### config.mk
export PLATFORM = sky130hd
export DESIGN_NAME = port_send_scheduler
export DESIGN_NICKNAME = d
export VERILOG_FILES = /design/src/rtl/port_send_scheduler.sv
export SDC_FILE = /design/constraint.sdc
export NUM_CORES = 1
export LEC_CHECK = 0
export CAP_MARGIN = 20
export CORE_ASPECT_RATIO = 1.5
export CORE_UTILIZATION = 25
export DETAILED_ROUTE_END_ITERATION = 7
export PLACE_DENSITY = 0.44
export SLEW_MARGIN = 20
export SYNTH_ARGS = -nofsm -noshare
export SYNTH_HDL_FRONTEND = slang
export SYNTH_SLANG_ARGS = --single-unit
export TNS_END_PERCENT = 5
### constraint.sdc
create_clock -name clk_i -period 7.87 [get_ports clk_i]
set_clock_uncertainty 0.15 [all_clocks]
set_input_delay 1.574 -clock clk_i [delete_from_list [all_inputs] [get_ports clk_i]]
set_output_delay 1.574 -clock clk_i [all_outputs]
set_load 0.02 [all_outputs]
### src/rtl/port_send_scheduler.sv
// port_send_scheduler: per-input-port frame scheduler for the nxn switch.
// Arbitrates REQ_NUB requesters (priority, round-robin tie-break) and emits
// one header beat followed by L payload beats per granted request.
// Optional statistics counters: define PORT_SEND_SCHED_STATS_EN.
module port_send_scheduler #(
  parameter int unsigned REQ_NUB         = 4,
  parameter int unsigned PORT_NUB        = 4,
  parameter int unsigned DATA_WIDTH      = 16,
  parameter int unsigned PRIORITY        = 8,
  parameter int unsigned DATA_LENGTH_MAX = 256,
  parameter int unsigned TX_PORT         = 0,
  localparam int unsigned WIDTH_SEL      = $clog2(PORT_NUB),
  localparam int unsigned WIDTH_PRIORITY = $clog2(PRIORITY),
  localparam int unsigned WIDTH_LENGTH   = $clog2(DATA_LENGTH_MAX)
) (
  input  logic                             clk_i,
  input  logic                             rst_i,
  input  logic [REQ_NUB-1:0]               req_i,
  input  logic [REQ_NUB*WIDTH_SEL-1:0]     req_dest_i,
  input  logic [REQ_NUB*WIDTH_PRIORITY-1:0] req_pri_i,
  input  logic [REQ_NUB*WIDTH_LENGTH-1:0]  req_len_i,
  output logic [REQ_NUB-1:0]               ack_o,
  input  logic                             full_i,
  input  logic                             alm_ost_full_i,
  output logic                             wr_sop_o,
  output logic                             wr_eop_o,
  output logic                             wr_vld_o,
  output logic [DATA_WIDTH-1:0]            wr_data_o,
  output logic                             busy_o
`ifdef PORT_SEND_SCHED_STATS_EN
  ,
  output logic [31:0]                      frame_cnt_o,
  output logic [31:0]                      beat_cnt_o,
  output logic [31:0]                      stall_cnt_o
`endif
);

  localparam int unsigned WIDTH_REQ = (REQ_NUB > 1) ? $clog2(REQ_NUB) : 1;
  localparam logic [WIDTH_SEL-1:0] TXP = WIDTH_SEL'(TX_PORT);

  localparam logic [1:0] ST_IDLE = 2'd0;
  localparam logic [1:0] ST_HDR  = 2'd1;
  localparam logic [1:0] ST_PAY  = 2'd2;

  logic [1:0]                state_q, state_d;
  logic [WIDTH_REQ-1:0]      rr_q, rr_d;
  logic [WIDTH_LENGTH-1:0]   cnt_q, cnt_d;
  logic [WIDTH_SEL-1:0]      dest_q, dest_d;
  logic [WIDTH_PRIORITY-1:0] pri_q, pri_d;
  logic [WIDTH_LENGTH-1:0]   len_q, len_d;
  logic [REQ_NUB-1:0]        ack_q, ack_d;
  logic                      sop_q, sop_d, eop_q, eop_d, vld_q, vld_d;
  logic [DATA_WIDTH-1:0]     data_q, data_d;
  logic                      busy_q, busy_d;

  logic [WIDTH_SEL-1:0]      dest_arr [REQ_NUB];
  logic [WIDTH_PRIORITY-1:0] pri_arr  [REQ_NUB];
  logic [WIDTH_LENGTH-1:0]   len_arr  [REQ_NUB];

  logic                      win_found;
  logic [WIDTH_REQ-1:0]      win_idx;
  logic [WIDTH_PRIORITY-1:0] win_pri;
  logic [WIDTH_REQ:0]        ksum;
  logic [WIDTH_REQ-1:0]      k;

  // Unpack the flat descriptor buses into per-requester fields
  always_comb begin
    for (int unsigned i = 0; i < REQ_NUB; i++) begin
      dest_arr[i] = req_dest_i[i*WIDTH_SEL +: WIDTH_SEL];
      pri_arr[i]  = req_pri_i[i*WIDTH_PRIORITY +: WIDTH_PRIORITY];
      len_arr[i]  = req_len_i[i*WIDTH_LENGTH +: WIDTH_LENGTH];
    end
  end

  // Highest priority wins; scanning from rr_q with strict '>' gives the tie-break
  always_comb begin
    win_found = 1'b0;
    win_idx   = '0;
    win_pri   = '0;
    ksum      = '0;
    k         = '0;
    for (int unsigned j = 0; j < REQ_NUB; j++) begin
      ksum = {1'b0, rr_q} + (WIDTH_REQ+1)'(j);
      if (ksum >= (WIDTH_REQ+1)'(REQ_NUB)) ksum = ksum - (WIDTH_REQ+1)'(REQ_NUB);
      k = ksum[WIDTH_REQ-1:0];
      if (req_i[k] && (!win_found || (pri_arr[k] > win_pri))) begin
        win_found = 1'b1;
        win_idx   = k;
        win_pri   = pri_arr[k];
      end
    end
  end

  // Next-state and next-output logic for the frame builder
  always_comb begin
    state_d = state_q;
    rr_d    = rr_q;
    cnt_d   = cnt_q;
    dest_d  = dest_q;
    pri_d   = pri_q;
    len_d   = len_q;
    ack_d   = '0;
    sop_d   = 1'b0;
    eop_d   = 1'b0;
    vld_d   = 1'b0;
    data_d  = data_q;
    busy_d  = busy_q & ~eop_q;
    case (state_q)
      ST_IDLE: begin
        if (win_found && !alm_ost_full_i) begin
          dest_d  = dest_arr[win_idx];
          pri_d   = pri_arr[win_idx];
          len_d   = len_arr[win_idx];
          ack_d   = REQ_NUB'(1) << win_idx;
          rr_d    = (win_idx == WIDTH_REQ'(REQ_NUB-1)) ? '0 : win_idx + WIDTH_REQ'(1);
          busy_d  = 1'b1;
          state_d = ST_HDR;
        end
      end
      ST_HDR: begin
        if (!full_i) begin
          vld_d  = 1'b1;
          sop_d  = 1'b1;
          data_d = DATA_WIDTH'({len_q, pri_q, dest_q});
          cnt_d  = '0;
          if (len_q == '0) begin
            eop_d   = 1'b1;
            state_d = ST_IDLE;
          end else begin
            state_d = ST_PAY;
          end
        end
      end
      ST_PAY: begin
        if (!full_i) begin
          vld_d  = 1'b1;
          data_d = {TXP, (DATA_WIDTH-WIDTH_SEL)'(cnt_q)};
          cnt_d  = cnt_q + WIDTH_LENGTH'(1);
          if (cnt_q == len_q - WIDTH_LENGTH'(1)) begin
            eop_d   = 1'b1;
            state_d = ST_IDLE;
          end
        end
      end
      default: state_d = ST_IDLE;
    endcase
  end

  // State and registered outputs
  always_ff @(posedge clk_i) begin
    if (rst_i) begin
      state_q <= ST_IDLE;
      rr_q    <= '0;
      cnt_q   <= '0;
      dest_q  <= '0;
      pri_q   <= '0;
      len_q   <= '0;
      ack_q   <= '0;
      sop_q   <= 1'b0;
      eop_q   <= 1'b0;
      vld_q   <= 1'b0;
      data_q  <= '0;
      busy_q  <= 1'b0;
    end else begin
      state_q <= state_d;
      rr_q    <= rr_d;
      cnt_q   <= cnt_d;
      dest_q  <= dest_d;
      pri_q   <= pri_d;
      len_q   <= len_d;
      ack_q   <= ack_d;
      sop_q   <= sop_d;
      eop_q   <= eop_d;
      vld_q   <= vld_d;
      data_q  <= data_d;
      busy_q  <= busy_d;
    end
  end

  assign ack_o     = ack_q;
  assign wr_sop_o  = sop_q;
  assign wr_eop_o  = eop_q;
  assign wr_vld_o  = vld_q;
  assign wr_data_o = data_q;
  assign busy_o    = busy_q;

`ifdef PORT_SEND_SCHED_STATS_EN
  logic [31:0] frame_cnt_q, beat_cnt_q, stall_cnt_q;
  logic        stall_now;

  assign stall_now = ((state_q == ST_HDR) || (state_q == ST_PAY)) && full_i;

  // Saturating frame / beat / stall counters, counted as beats are issued
  always_ff @(posedge clk_i) begin
    if (rst_i) begin
      frame_cnt_q <= '0;
      beat_cnt_q  <= '0;
      stall_cnt_q <= '0;
    end else begin
      if (eop_d && (frame_cnt_q != '1)) frame_cnt_q <= frame_cnt_q + 32'd1;
      if (vld_d && (beat_cnt_q != '1))  beat_cnt_q  <= beat_cnt_q + 32'd1;
      if (stall_now && (stall_cnt_q != '1)) stall_cnt_q <= stall_cnt_q + 32'd1;
    end
  end

  assign frame_cnt_o = frame_cnt_q;
  assign beat_cnt_o  = beat_cnt_q;
  assign stall_cnt_o = stall_cnt_q;
`endif

endmodule

==> results of run 1 <==
## metal layers
layer	global-route usage	wire [um]	share of wire	vias to the layer above
met2	0.3394	9509	0.54	155
met5	0	0	0	-
li1	-	-	-	2403
met4	0.1028	698	0.039	0
met1	0.1951	6916	0.39	2439
met3	0.01959	621	0.035	42
## worst max-delay path: stages
cell and delay [ns]:
clkdlybuf4s50_1 0.51, mux2_4 0.35, mux2_4 0.31, nand2_1 0.10, ha_1 0.24, o21ai_0 0.50
o21ai_4 0.14, nand2_1 0.14, mux2_2 0.37, ha_1 0.29, a31oi_1 0.27, a21oi_1 0.15
nor2_1 0.29, nor2_1 0.07, a21oi_1 0.13, ha_1 0.26, a211oi_1 0.23, o22ai_1 0.20
o221ai_4 0.30, buf_4 0.45, nand3b_1 0.15, a311oi_1 0.29, a22oi_1 0.12
## final cells by class
cell class | count | area, um2
Fill cell | 1996 | 12680
Multi-Input combinational cell | 482 | 3388
Timing Repair Buffer | 99 | 943.4
Sequential cell | 46 | 920.9
Tap cell | 252 | 315.3
Inverter | 42 | 157.7
Clock buffer | 6 | 128.9
Clock inverter | 2 | 13.76
## final timing paths
path | startpoint | endpoint | slack [ns]
worst max-delay path | req_i[0] | len_q[6] | 0.42
worst min-delay path | wr_data_o[10] | wr_data_o[10] | 0.30
worst max register to register | rr_q[1] | len_q[6] | 1.16
worst min register to register | wr_data_o[10] | wr_data_o[10] | 0.30
## power breakdown
| part | internal, mW | switching, mW | total (mW) | leakage, nW |
|---|---|---|---|---|
| registers | 0.314 | 0.114 | 0.428 | 0.378 |
| logic | 0.821 | 1.31 | 2.13 | 1.70 |
| clock network | 0.118 | 0.101 | 0.219 | 0.0708 |
| total | 1.25 | 1.52 | 2.77 | 2.15 |
## cells by family (layout without fill, tap and decap cells)
logic type / count (synthesis) / in the layout / share of synthesized area
compound gates: 228 / 228 / 0.3483
simple gates: 182 / 182 / 0.1941
buf+inv: 96 / 149 / 0.09296
flops: 46 / 46 / 0.1949
xor+xnor: 16 / 16 / 0.02966
mux: 37 / 37 / 0.09693
other cells: 1 / 3 / 0.0007937
fa+ha+maj: 16 / 16 / 0.04237
## flip-flops by register name, summed over array words and instances, names as in the netlist
register and flops:
wr_data_o 13, cnt_q 8, len_q 8, ack_o 4, pri_q 3, dest_q 2
rr_q 2, state_q 2, busy_o 1, wr_eop_o 1, wr_sop_o 1, wr_vld_o 1
## per-stage QoR
| step | std cells | hold WS (ns) |
|---|---|---|
| 2_1_floorplan | 624 | 0.3015 |
| 3_3_place_gp | 920 | 0.2950 |
| 3_5_place_dp | 921 | 0.2967 |
| 4_1_cts | 929 | 0.3073 |
| 5_1_grt | 929 | 0.3287 |
| 6_report | 929 | 0.3014 |
## placed cells by master, fill, tap and decap left out, types with 3 or more instances in the layout
master	n
a311oi_2	10
xor2_1	7
nand2b_1	4
and3_1	6
o21ai_1	3
and2_1	14
o21a_1	13
inv_1	40
dfxtp_1	46
mux2i_1	23
buf_4	19
nor3_1	6
conb_1	3
ha_1	16
a22oi_1	26
nand4_1	3
mux2_2	4
a211oi_1	11
clkdlybuf4s50_1	80
o21ai_0	23
a311oi_1	29
o21bai_1	13
xnor2_1	9
nand2_1	71
clkbuf_16	5
mux4_2	5
nor2_1	37
o22a_1	3
a21oi_1	61
nand3_1	6
nand3b_1	21
mux2_4	3
a31oi_1	17
==> results.yml, run 1 <==
clock_network:
  cts_tree: "done"
  ctsResizeCount: 0
  insertion_delay_ns: 0.30
  htree_levels: 2
  cts.sinks: 46
  hold_buffers: 0
  clk_pin_slew_ns: 0.07
  post-cts-setup-buffer-count: 0
  clockBufferDepth: 2
  cts_inserted_buffers: 5
  cts-root-buf: "clkbuf_16"
logic_synthesis:
  ys_seq_elements: 46
  seq_area_frac_synth: 0.1949
  yosys-top-cells-count: "nand2_1, a21oi_1, dfxtp_1, inv_1, nor2_1"
  syn_area_per_cell_um2: 7.596
  ys_types: 61
  synth_area_mm2: 0.004725
  synthCells: 622
  yosysTopAreaCell: "dfxtp_1"
  yosysTopAreaCellShare: 0.1949
  ys_warn_count: 0
  yosys-top-cells-area: "dfxtp_1, a21oi_1, nand2_1, a311oi_1, mux2i_1"
  async_flop_share: 0
  synth-main-ff-cell: "dfxtp_1"
  synth.most_common_cell: "nand2_1"
  synth-edff-count: 0
finish:
  diodes: 0
  design_area_mm2: 0.005868
  postLayoutCoreUtil: 0.3164
  layout-drive-gt1-share: 0.09306
  syn_to_final_growth_pct: 24.21
  fin_nets: 752
die:
  die_y_um: 170.4
  io_pins: 84
  core_mm2: 0.01855
  rows: 61
  die_x_um: 114.2
  die_area_mm2: 0.01946
  initial_core_util: 0.2547
power:
  ir_drop_mv: 0.2665
  total_power_mw: 2.774
  p_leak_nw: 2.147
  p_per_area_mw_per_mm2: 472.7
detailed_routing:
  vias_per_cell: 5.424
  ant_nets: 0
  vias: 5039
  dr.pass1.iters: 5
  drt_iter0_markers: 267
  routed_wirelength_um: 17750
  avgRoutedWirePerCell_um: 19.10
  drcViolationCount: 0
timing:
  finalHoldViolCount: 0
  final.setup.tns_ns: 0
  max_freq_ghz: 0.1342
  relSlewSlack: 0.3161
  final_max_slew_viol_count: 0
  worst_pin_slew_ns: 1.024
  fin_ws_ns: 0.4164
  finalSetupViolCount: 0
  fin_crit_sh: 0.9471
  rsz0062_at_grt: "no"
  finalCriticalPeriod_ns: 7.454
setup_path:
  r2r_cells: 22
  critPathRequiredTime_ns: 7.89
  crit_fanout: 40
  worstPathArrival_ns: 7.48
  crit_path_end_kind: "flip-flop"
  start_kind: "input pin"
  path_class: "in -> reg"
placed_design:
  dpl_worst_slack_ns: 0.1314
  dpl.hpwl_um: 13120
  placed_cell_area_mm2: 0.005725
  numPortBuffers: 80
  gp_congestion: 0.8535
run:
  drv_cap: 0
grt:
  antenna_found_initial: 0
  grt_use_total: 0.1815
  overflow: 0
  grt_pass1_vias: 5116
  grt_max_degree: 41
  grt_pass1_wl_um: 27230
outcome:
  status: "finished clean"
min_path:
  hold_class: "reg -> reg"
  whs_path_depth: 2
Power figures use the tool's default switching activity.
==> run 2, diff against run 1 <==
Settings changed: CORE_MARGIN set to 10, TNS_END_PERCENT 5 to 100.
==> run 2 against run 1 <==
Against the previous run:
- setup slack better by 0.062 ns
- cell count up 0.43%
- die area up 28%
- clock-buffer cell count down 1
- utilization up 0.30 points
- register-to-register slack better by 0.04 ns
- flip-flop and latch count unchanged
- combinational power about the same
- clock power up 15%
- sequential share of layout area down 0.15 points
- maximum frequency up 0.83%
- critical endpoint is now len_q[2]
- largest cell class unchanged
==> results.yml, run 2 (same netlist as run 1, synthesis figures left out) <==
outcome:
  status: "finished clean"
setup_path:
  path_class: "in -> reg"
  reg2reg_from: "rr_q[1]"
  rrSetupSlack_ns: 1.20
  r2r_end: "len_q[2]"
  crit_path_end_kind: "flip-flop"
  start_kind: "input pin"
  crit_fanout: 44
  critPathRequiredTime_ns: 7.89
  r2r_cells: 25
  worstPathArrival_ns: 7.41
timing:
  finalCriticalPeriod_ns: 7.392
  relSlewSlack: 0.3111
  fin_crit_sh: 0.9393
  final.setup.tns_ns: 0
  rsz0062_at_grt: "no"
  max_freq_ghz: 0.1353
  finalHoldViolCount: 0
  finalSetupViolCount: 0
  worst_pin_slew_ns: 1.032
  final_max_slew_viol_count: 0
clock_network:
  clockBufferDepth: 2
  cts.sinks: 46
  insertion_delay_ns: 0.30
  htree_levels: 2
  clk_pin_slew_ns: 0.07
  cts_tree: "done"
  cts_inserted_buffers: 5
  post-cts-setup-buffer-count: 0
  hold_buffers: 0
  ctsResizeCount: 0
  cts-root-buf: "clkbuf_16"
die:
  die_x_um: 132.2
  rows: 61
  core_mm2: 0.01855
  io_pins: 84
  initial_core_util: 0.2547
  die_area_mm2: 0.02491
  die_y_um: 188.4
placed_design:
  numPortBuffers: 80
  gp_congestion: 0.7972
  dpl.hpwl_um: 13610
  dp.cells: 925
detailed_routing:
  drcViolationCount: 0
  vias_per_cell: 5.315
  drt_iter0_markers: 253
  avgRoutedWirePerCell_um: 19.06
  ant_nets: 0
  routed_wirelength_um: 17780
  vias: 4959
  dr.pass1.iters: 5
min_path:
  hold_class: "reg -> reg"
  hold_start: "wr_data_o[8]"
  whs_path_depth: 2
  hold_end: "wr_data_o[8]"
power:
  p_per_area_mw_per_mm2: 472.2
  total_power_mw: 2.797
  ir_drop_mv: 0.2909
  p_leak_nw: 2.180
finish:
  fin_nets: 756
  layout-drive-gt1-share: 0.09985
  syn_to_final_growth_pct: 25.40
  final_cell_mix: "clkdlybuf4s50_1, nand2_1, a21oi_1"
  diodes: 0
  layout_commonest_cell: "clkdlybuf4s50_1"
  largest_reg_flops: 13
  layoutNonFillerInstCount: 933
run:
  drv_cap: 0
grt:
  grt_pass1_vias: 5237
  antenna_found_initial: 0
  grt_use_total: 0.1375
  overflow: 0
  grt_max_degree: 45
  grt_pass1_wl_um: 28140
-- run 2: changes by cell type in the layout (fill, tap and decap cells not counted) --
cell,delta
buf_4,+4
bufinv_16,+1
clkbuf_1,-1
clkinv_4,-1
inv_6,+1
-- run 2: how the worst max path moves through the flow --
stage,start,end,slack (ns),cells after the start
after floorplan,req_i[2],rr_q[0],0.92,26
after global placement,req_i[1],len_q[2],0.41,26
after detailed placement,req_i[1],len_q[2],0.26,26
after CTS,req_i[1],len_q[2],0.54,26
after global routing,req_i[1],rr_q[0],0.02,30
final,req_i[1],len_q[2],0.48,26
-- run 2: critical path, cell delays in order --
cell and delay (ns):
clkdlybuf4s50_1 0.51, mux2_4 0.34, mux2_4 0.32, o211ai_1 0.12, inv_1 0.07, ha_1 0.27, nand3_1 0.06, o21ai_0 0.08
buf_4 0.15, o21ai_4 0.20, nand2_1 0.13, mux2_2 0.32, ha_1 0.29, a31oi_1 0.26, a21oi_1 0.13, nor2_1 0.30
nor2_1 0.09, a21oi_1 0.13, ha_1 0.26, a211oi_1 0.24, o22ai_1 0.20, o221ai_4 0.25, buf_4 0.47, nand3b_1 0.16
a311oi_1 0.32, a22oi_1 0.13
-- run 2: report_power, final --
group          internal (mW)  leakage (nW)  switching [mW]
Combinational          0.831          1.72            1.29
Sequential             0.314         0.378           0.110
Clock                  0.151        0.0842           0.100
-- run 2: per-layer routing --
metal,GRT usage,up-vias,wire length (um)
li1,-,2408,-
met1,0.1479,2385,6830
met4,0.05518,0,482
met3,0.01651,30,659
met2,0.2635,136,9812
met5,0,-,0
-- run 2: through the flow --
| stage | setup WS, ns | hold WS, ns | area (um2) | util |
|---|---|---|---|---|
| after floorplan | 0.9185 | 0.3015 | 4732 | - |
| after global placement | 0.4107 | 0.2950 | 5748 | 0.3099 |
| after detailed placement | 0.2611 | 0.3012 | 5756 | 0.3103 |
| after CTS | 0.5398 | 0.3104 | 5924 | 0.3194 |
| after global routing | 0.02346 | 0.3322 | 5924 | 0.3194 |
| final | 0.4781 | 0.3062 | 5924 | 0.3194 |
-- run 2: final cells by class --
type / instances / area [um2]
Timing Repair Buffer: 103 / 973.4
Sequential cell: 46 / 920.9
Tap cell: 252 / 315.3
Inverter: 42 / 157.7
Clock inverter: 3 / 43.79
Fill cell: 1998 / 12620
Clock buffer: 5 / 125.1
Multi-Input combinational cell: 482 / 3388
==> run 3, diff against run 2 <==
Settings changed: CTS_BUF_LIST set to sky130_fd_sc_hd__clkbuf_4 sky130_fd_sc_hd__clkbuf_8.
==> run 3 against run 2 <==
Against the previous run:
- clock-buffer cell count unchanged
- critical path depth unchanged
- flip-flop and latch count unchanged
- die area unchanged
- largest power group unchanged
==> results.yml, run 3 (same netlist as run 1, synthesis figures left out) <==
placed_design:
  gp_congestion: 0.7972
  numPortBuffers: 80
  placed_cell_area_mm2: 0.005756
  dpl.hpwl_um: 13610
setup_path:
  start_kind: "input pin"
  crit_fanout: 44
  rrSetupSlack_ns: 1.19
  path_delay_family: "compound AO/OA/AOI/OAI gates"
  critPathRequiredTime_ns: 7.92
  worstPathArrival_ns: 7.40
  critical-path-max-stage-delay_ns: 0.50
  crit_buf_inv: 4
  path_common_cell: "ha_1"
  crit_path_end_kind: "flip-flop"
  path_class: "in -> reg"
  slowest_stage: "clkdlybuf4s50_1"
detailed_routing:
  drt_iter0_markers: 254
  vias: 5001
  avgRoutedWirePerCell_um: 19.07
  dr.pass1.iters: 6
  ant_nets: 0
  drcViolationCount: 0
  vias_per_cell: 5.360
  routed_wirelength_um: 17790
die:
  core_mm2: 0.01855
  die_area_mm2: 0.02491
  io_pins: 84
  initial_core_util: 0.2547
  rows: 61
  die_x_um: 132.2
  die_y_um: 188.4
timing:
  final.setup.tns_ns: 0
  worst_pin_slew_ns: 1.040
  rsz0062_at_grt: "no"
  holdWs_ns: 0.3096
  finalCriticalPeriod_ns: 7.358
  finalSetupViolCount: 0
  finalHoldViolCount: 0
  max_freq_ghz: 0.1359
  final_max_slew_viol_count: 0
  fin_crit_sh: 0.9349
  relSlewSlack: 0.3055
power:
  ir_drop_mv: 0.2898
  p_leak_nw: 2.154
  total_power_mw: 2.735
  p_per_area_mw_per_mm2: 466.0
finish:
  layout_commonest_cell: "clkdlybuf4s50_1"
  final_cell_mix: "clkdlybuf4s50_1, nand2_1, a21oi_1"
  layout-drive-gt1-share: 0.09985
  fin_nets: 756
  diodes: 0
  syn_to_final_growth_pct: 24.21
  largest_reg_flops: 13
  design_area_mm2: 0.005868
grt:
  grt_max_degree: 45
  grt_pass1_vias: 5235
  overflow: 0
  antenna_found_initial: 0
  grt_pass1_wl_um: 28120
  grt_use_total: 0.1373
clock_network:
  hold_buffers: 0
  clockBufferDepth: 2
  cts_tree: "done"
  cts.sinks: 46
  clk_pin_slew_ns: 0.10
  post-cts-setup-buffer-count: 0
  ctsResizeCount: 0
  insertion_delay_ns: 0.32
  cts-root-buf: "clkbuf_8"
  cts_inserted_buffers: 5
  htree_levels: 2
min_path:
  hold_class: "reg -> reg"
run:
  drv_cap: 0
outcome:
  status: "finished clean"
run 3: worst register-to-register path, cell delays in order, from the launching register on:
cell	delay [ns]
dfxtp_1	1.02
mux2_4	0.40
mux2_4	0.31
o211ai_1	0.12
inv_1	0.07
ha_1	0.27
nand3_1	0.06
o21ai_0	0.08
buf_4	0.15
o21ai_4	0.20
nand2_1	0.13
mux2_2	0.32
ha_1	0.29
a31oi_1	0.26
a21oi_1	0.13
nor2_1	0.30
nor2_1	0.09
a21oi_1	0.13
ha_1	0.26
a211oi_1	0.24
o22ai_1	0.20
o221ai_4	0.25
buf_4	0.47
nand3b_1	0.20
a311oi_1	0.32
a22oi_1	0.13
run 3: layout make-up:
| cell class | instances | area, um2 |
|---|---|---|
| Sequential cell | 46 | 920.9 |
| Inverter | 42 | 157.7 |
| Multi-Input combinational cell | 482 | 3388 |
| Timing Repair Buffer | 103 | 973.4 |
| Clock buffer | 5 | 68.82 |
| Clock inverter | 3 | 43.79 |
| Fill cell | 2006 | 12680 |
| Tap cell | 252 | 315.3 |
run 3: final timing paths:
| check | start | to | cells after the start |
|---|---|---|---|
| worst max-delay path | req_i[1] | len_q[2] | 26 |
| worst min-delay path | wr_data_o[8] | wr_data_o[8] | 2 |
| worst max register to register | rr_q[1] | len_q[2] | 25 |
| worst min register to register | wr_data_o[8] | wr_data_o[8] | 2 |
run 3: metal layers:
| layer | GRT usage | share of wire | vias up |
|---|---|---|---|
| li1 | - | - | 2412 |
| met1 | 0.1474 | 0.38 | 2417 |
| met2 | 0.2635 | 0.55 | 145 |
| met3 | 0.01571 | 0.039 | 27 |
| met4 | 0.05645 | 0.024 | 0 |
| met5 | 0 | 0 | - |
run 3: stage by stage:
step	utilization	std cells	setup slack, ns
CTS	0.3164	933	0.5715
floorplan	-	624	0.9185
detailed placement	0.3103	925	0.2611
global placement	0.3099	924	0.4107
global route	0.3164	933	0.05222
finish	0.3164	933	0.5120
run 3: power by group:
group,switching [mW],internal [mW]
sequential,0.110,0.314
clock,0.0945,0.0955
combinational,1.29,0.831
total,1.49,1.24
